===== src/rtl/branch_resolver_pkg.sv =====
// Shared definitions for the branch resolver and its condition evaluator.
package branch_pkg;

   localparam logic [4:0] OP_CMP  = 5'b01100;
   localparam logic [4:0] OP_B    = 5'b01101;
   localparam logic [4:0] OP_BEQ  = 5'b01110;
   localparam logic [4:0] OP_BNE  = 5'b01111;
   localparam logic [4:0] OP_BLT  = 5'b10000;
   localparam logic [4:0] OP_BGT  = 5'b10001;
   localparam logic [4:0] OP_HALT = 5'b01011;

   typedef enum logic [1:0] {
      RUN   = 2'd0,
      FLUSH = 2'd1,
      HALT  = 2'd2
   } state_t;

   typedef struct packed {
      logic n;
      logic z;
   } flags_t;

endpackage


===== src/rtl/branch_resolver_if.sv =====
// Fetch-to-resolver bus: instruction/halt/operands in, redirect and execute-stage outputs back.
interface branch_resolver_if #(
   parameter int PC_W    = 7,
   parameter int INSTR_W = 32,
   parameter int DATA_W  = 32
);
   logic [INSTR_W-1:0] Instruccion;
   logic               Done;
   logic [DATA_W-1:0]  opA;
   logic [DATA_W-1:0]  opB;
   logic [PC_W-1:0]    branchResultOut;
   logic [INSTR_W-1:0] instr_o;
   logic               instr_valid_o;
   logic [1:0]         flags_o;
   logic               halted_o;

   modport master (
      output Instruccion, Done, opA, opB,
      input  branchResultOut, instr_o, instr_valid_o, flags_o, halted_o
   );

   modport slave (
      input  Instruccion, Done, opA, opB,
      output branchResultOut, instr_o, instr_valid_o, flags_o, halted_o
   );
endinterface


===== src/rtl/branch_resolver_cond_eval.sv =====
// Combinational branch condition: opcode plus current flags -> taken.
module branch_cond_eval
   import branch_pkg::*;
(
   input  logic [4:0] i_opcode,
   input  flags_t     i_flags,
   output logic       o_taken
);

   // Non-branch opcodes (including CMP) never report taken.
   always_comb begin
      o_taken = 1'b0;
      case (i_opcode)
         OP_B:    o_taken = 1'b1;
         OP_BEQ:  o_taken = i_flags.z;
         OP_BNE:  o_taken = !i_flags.z;
         OP_BLT:  o_taken = i_flags.n;
         OP_BGT:  o_taken = !i_flags.n && !i_flags.z;
         default: o_taken = 1'b0;
      endcase
   end

endmodule


===== src/rtl/branch_resolver.sv =====
// Branch resolver: holds compare flags, issues one-cycle redirects, squashes
// wrong-path words and forwards valid instructions to execute.
//
//   state | meaning
//   RUN   | forwarding words, resolving CMP and branches
//   FLUSH | squashing wrong-path words after a redirect, r_cnt left
//   HALT  | fetch reported halt; outputs quiet until reset
module branch_resolver
   import branch_pkg::*;
#(
   parameter int PC_W         = 7,
   parameter int INSTR_W      = 32,
   parameter int DATA_W       = 32,
   parameter int FLUSH_CYCLES = 2
) (
   input logic              clk,
   input logic              rst,
   branch_resolver_if.slave bus
);

   localparam logic [1:0] LP_FLUSH = 2'(FLUSH_CYCLES);

   state_t             r_state;
   state_t             w_state_nxt;
   logic [1:0]         r_cnt;
   logic [1:0]         w_cnt_nxt;
   logic [INSTR_W-1:0] r_instr;
   logic               r_valid;
   logic [PC_W-1:0]    r_br;
   flags_t             r_flags;

   logic [4:0]         w_opcode;
   logic [PC_W-1:0]    w_target;
   logic               w_taken;
   logic               w_fwd;
   logic               w_redirect;
   logic               w_flag_upd;
   flags_t             w_cmp;
   logic               w_unused;

   assign w_opcode = bus.Instruccion[INSTR_W-1:INSTR_W-5];
   assign w_target = bus.Instruccion[PC_W-1:0];
   // Middle instruction bits belong to the execute stage, not to branch decode.
   assign w_unused = ^bus.Instruccion[INSTR_W-6:PC_W];

   assign w_cmp.z = (bus.opA == bus.opB);
   assign w_cmp.n = ($signed(bus.opA) < $signed(bus.opB));

   branch_cond_eval u_cond (
      .i_opcode (w_opcode),
      .i_flags  (r_flags),
      .o_taken  (w_taken)
   );

   // State and squash counter register.
   always_ff @(posedge clk) begin
      if (rst) begin
         r_state <= RUN;
         r_cnt   <= 2'd0;
      end else begin
         r_state <= w_state_nxt;
         r_cnt   <= w_cnt_nxt;
      end
   end

   // Next state and per-cycle actions; Done overrides any branch or CMP.
   always_comb begin
      w_state_nxt = r_state;
      w_cnt_nxt   = r_cnt;
      w_fwd       = 1'b0;
      w_redirect  = 1'b0;
      w_flag_upd  = 1'b0;
      case (r_state)
         RUN: begin
            if (bus.Done) begin
               w_state_nxt = HALT;
            end else begin
               w_fwd      = 1'b1;
               w_flag_upd = (w_opcode == OP_CMP);
               // Target 0 means "sequential" on the bus, so it cannot redirect.
               if (w_taken && (w_target != '0)) begin
                  w_redirect  = 1'b1;
                  w_state_nxt = FLUSH;
                  w_cnt_nxt   = LP_FLUSH;
               end
            end
         end
         FLUSH: begin
            if (bus.Done) begin
               w_state_nxt = HALT;
            end else begin
               w_cnt_nxt = r_cnt - 2'd1;
               if (r_cnt <= 2'd1) begin
                  w_state_nxt = RUN;
                  w_cnt_nxt   = 2'd0;
               end
            end
         end
         HALT:    w_state_nxt = HALT;
         default: w_state_nxt = RUN;
      endcase
   end

   // Registered outputs toward fetch and execute.
   always_ff @(posedge clk) begin
      if (rst) begin
         r_instr <= '0;
         r_valid <= 1'b0;
         r_br    <= '0;
         r_flags <= '0;
      end else begin
         r_valid <= w_fwd;
         r_br    <= w_redirect ? w_target : '0;
         if (w_fwd)      r_instr <= bus.Instruccion;
         if (w_flag_upd) r_flags <= w_cmp;
      end
   end

   assign bus.branchResultOut = r_br;
   assign bus.instr_o         = r_instr;
   assign bus.instr_valid_o   = r_valid;
   assign bus.flags_o         = r_flags;
   assign bus.halted_o        = (r_state == HALT);

endmodule

===== src/flat_wrapper.sv =====
// flat-port wrapper written by rule: the top's interface ports become plain ports
module branch_resolver_flat import branch_pkg::*;
#(
   parameter int PC_W         = 7,
   parameter int INSTR_W      = 32,
   parameter int DATA_W       = 32,
   parameter int FLUSH_CYCLES = 2
)
  (clk, rst, bus_Instruccion, bus_Done, bus_opA, bus_opB, bus_branchResultOut, bus_instr_o, bus_instr_valid_o, bus_flags_o, bus_halted_o);
  branch_resolver_if #(.PC_W(PC_W), .INSTR_W(INSTR_W), .DATA_W(DATA_W)) bus_i ();
  input logic clk;
  input logic rst;
  input wire logic [$bits(bus_i.Instruccion)-1:0] bus_Instruccion;
  input wire logic [$bits(bus_i.Done)-1:0] bus_Done;
  input wire logic [$bits(bus_i.opA)-1:0] bus_opA;
  input wire logic [$bits(bus_i.opB)-1:0] bus_opB;
  output wire logic [$bits(bus_i.branchResultOut)-1:0] bus_branchResultOut;
  output wire logic [$bits(bus_i.instr_o)-1:0] bus_instr_o;
  output wire logic [$bits(bus_i.instr_valid_o)-1:0] bus_instr_valid_o;
  output wire logic [$bits(bus_i.flags_o)-1:0] bus_flags_o;
  output wire logic [$bits(bus_i.halted_o)-1:0] bus_halted_o;
  assign bus_i.Instruccion = bus_Instruccion;
  assign bus_i.Done = bus_Done;
  assign bus_i.opA = bus_opA;
  assign bus_i.opB = bus_opB;
  assign bus_branchResultOut = bus_i.branchResultOut;
  assign bus_instr_o = bus_i.instr_o;
  assign bus_instr_valid_o = bus_i.instr_valid_o;
  assign bus_flags_o = bus_i.flags_o;
  assign bus_halted_o = bus_i.halted_o;
  branch_resolver #(.PC_W(PC_W), .INSTR_W(INSTR_W), .DATA_W(DATA_W), .FLUSH_CYCLES(FLUSH_CYCLES)) u_core (.clk(clk), .rst(rst), .bus(bus_i));
endmodule

===== config.mk =====
export PLATFORM = sky130hd
export DESIGN_NAME = branch_resolver_flat
export DESIGN_NICKNAME = d
export VERILOG_FILES = /design/src/rtl/branch_resolver_pkg.sv /design/src/rtl/branch_resolver_if.sv /design/src/rtl/branch_resolver_cond_eval.sv /design/src/rtl/branch_resolver.sv /design/src/flat_wrapper.sv
export SDC_FILE = /design/constraint.sdc
export NUM_CORES = 1
export LEC_CHECK = 0
export BUFFER_PORTS_ARGS = -buffer_cell sky130_fd_sc_hd__buf_2
export CORE_MARGIN = 4
export CORE_UTILIZATION = 40
export DETAILED_ROUTE_END_ITERATION = 8
export GPL_TIMING_DRIVEN = 1
export PLACE_DENSITY_LB_ADDON = 0.1
export SLEW_MARGIN = 20
export SYNTH_ARGS = -nofsm -noshare
export SYNTH_HDL_FRONTEND = slang
export SYNTH_HIERARCHICAL = 1
export SYNTH_SLANG_ARGS = --single-unit

===== constraint.sdc =====
create_clock -name clk -period 1.5 [get_ports clk]
set_input_delay 0 -clock clk [delete_from_list [all_inputs] [get_ports clk]]
set_output_delay 0 -clock clk [all_outputs]
set_load 0.01 [all_outputs]

==> run summary <==
Status = finished, violations left
Failing checks = setup timing
CP arrival = 1.69 ns
Clock Skew = 0.00664 ns
Iteration-0 DRC Markers = 75
Final Hold Viols = 0
Detailed-route via count = 2745
Async SR Flop Fraction = 0%
Max VDD drop = 0.000659 V
Max-Cap Viols = 0
Global-route wire length before repair = 11500 um
Hold WS = 0.0236 ns
Yosys warns = 6
Layout cells sized above 1 = 38.3%
Die Height = 86.8 um
Largest net degree at the start of global routing = 33
Final ANT Viol Nets = 0
Peak Freq = 655 MHz
Gpl congestion = 0.806
Syn Inst Count = 311
Hpwl dp = 5320 um
Final #Nets = 632
Design Area, Final = 0.00388 mm^2
Gr ovfl total = 0
Setup Slack @ Placement = -0.269 ns
IO buf count = 141
Initial antenna violation count = 0
Worst setup margin = -0.0268 ns
Final wirelength = 6940 um
Min-Delay Path Class = primary input to flip-flop
GR Util All Layers = 18.6%
Top sig layer = met4
Initial Utilization = 41.7%
Critical path launch point type = flip-flop
WL met3 = 569 um
Synth-to-Final Area Change = 56.3%
Post-synthesis cell type count = 43
RSZ-0062 raised after global routing = true
Cts bufs inserted = 5
Worst R2R Setup Slack = -0.03 ns
Final core area utilization = 65.1%
Filler Cell Count = 553
Placed cells = 537
Post-synthesis sequential area ratio = 37.1%
Max-slew headroom = 73.6%
CP Capture Type = flip-flop
Main flop type after synthesis = dfxtp_1
Die width = 86.8 um
Number of flops mapped to enable cells by yosys = 0
Drt pass-1 iters = 4
Final cell count without fillers = 576
Clock transition at path regs = 0.08 ns
CTS tree = built
Max Root-Sink Buffers = 2
Max FO, Critical Path = 5
Synthesized cell area = 0.00248 mm^2
Core ar. = 0.00596 mm^2
Tmin final = 1.53 ns
Insertion delay to the later sink of the worst-skew pair = 0.29 ns
Vias per cell = 4.77
Clk root buf = clkbuf_8
Row cnt = 28
Power density cells = 714 mW/mm^2
Slew @ Worst Pin = 0.391 ns
Die Area = 0.00753 mm^2
Met2 Wirelength = 3470 um
Metal1 wirelength = 2800 um
H-tree depth = 2
Final worst path period share = 102%
Syn_nets = 442
Final Setup Violations = 1
DRC viols = 0
Average wire per standard cell = 12.1 um
Top-level port count = 142
Leakage = 2.04 nW
Clock Sinks = 46
Setup CP Type = flip-flop to flip-flop
Commonest cells after routing, fill and taps aside = 140 x buf_2, 75 x nand2_1, 46 x a21oi_1
WP data required = 1.66 ns
Commonest non-fill, non-tap cell in the layout = buf_2
Syn avg cell area = 7.98 um^2
Vias in the first global route = 2772
Post-DP Area = 0.00342 mm^2
Synthesized flop and latch total = 46
Fin. max-slew vios = 0
# diodes = 0
-- cell families (layout without fill, tap and decap cells) --
family	count (synthesis)	after routing	share of synthesized area [%]
adder cells (fa/ha/maj)	32	32	16.1
AO/OA/AOI/OAI	68	68	16.6
AND/OR/NAND/NOR	121	121	23.5
flip-flops	46	46	37.1
buffers and inverters	44	234	6.65
-- synth_stat cells (2+ instances only) --
master    instances  share of area, %
a21oi_1          47               9.5
inv_1            33               5.0
clkbuf_1         11               1.7
nand2_1          75                11
dfxtp_1          46                37
o21ai_0           4              0.81
nand4_1           4               1.0
nor2b_1           4               1.0
and2_1            2              0.50
and3_1            6               1.5
nor3_1            4              0.81
ha_1             32                16
nor3b_2           2               1.0
a221oi_1          2              0.71
nor2_1            8               1.2
nand3_1           4              0.81
-- critical path, stage by stage (launching register included) --
cell and delay, ns:
dfxtp_2 0.35, nor3b_2 0.19, o21ai_2 0.09, a21oi_4 0.19, o41ai_4 0.11, nor2b_1 0.14
o31ai_1 0.23, a21oi_1 0.09
-- stage by stage --
step	setup TNS, ns	power (W)
after detailed placement	-0.386	0.00201
final	-0.0268	0.00277
after global placement	-0.385	0.00200
after floorplan	-0.0943	0.00169
after CTS	-0.00516	0.00280
after global routing	-0.382	0.00295
-- worst paths after layout --
path,startpoint,end,depth (start not counted)
worst max register to register,u_core/bus.flags_o[0]$_SDFFE_PP0P_,u_core/r_cnt[0]$_SDFFE_PP0P_,7
worst max-delay path,u_core/bus.flags_o[0]$_SDFFE_PP0P_,u_core/r_cnt[0]$_SDFFE_PP0P_,7
worst min-delay path,bus_Instruccion[4],u_core/bus.branchResultOut[4]$_SDFF_PP0_,3
worst min register to register,u_core/bus.instr_o[21]$_SDFFE_PP0P_,u_core/bus.instr_o[21]$_SDFFE_PP0P_,2
-- cell type report --
| class | count | area (um^2) | share of cell area, % |
|---|---|---|---|
| Clock buffer | 5 | 68.8 | 1.77 |
| Clock inverter | 2 | 10.0 | 0.258 |
| Inverter | 33 | 124 | 3.19 |
| Multi-Input combinational cell | 221 | 1470 | 37.9 |
| Sequential cell | 46 | 926 | 23.9 |
| Tap cell | 75 | 93.8 | 2.42 |
| Timing Repair Buffer | 194 | 1190 | 30.6 |
-- routing by layer --
layer  up-vias  track usage [%]
met5         -                0
met4         0             4.39
li1       1433                -
met1      1220             22.0
met2        82             33.0
met3        10             5.51
-- what timing repair did --
action,CTS,global route
pin swaps,2,4
hold buffers,32,0
cloned,0,0
endpoints found under the setup margin,19,7
setup buffers,1,0
hold endpoints to repair,38,0
gates resized for setup,3,9
-- report_power, final --
part | leakage, nW | internal (W) | switching (W) | total [W]
clock | 0.0438 | 0.000314 | 0.000399 | 0.000712
sequential | 0.378 | 0.00128 | 0.0000319 | 0.00132
combinational | 1.62 | 0.000379 | 0.000362 | 0.000741
-- sequential cells by signal (all words and copies together), names as in the netlist --
name	count
u_core/bus.branchResultOut	7
u_core/r_state	2
u_core/bus.flags_o	2
u_core/bus.instr_o	32
u_core/bus.instr_valid_o	1
u_core/r_cnt	2
Power figures use the tool's default switching activity.
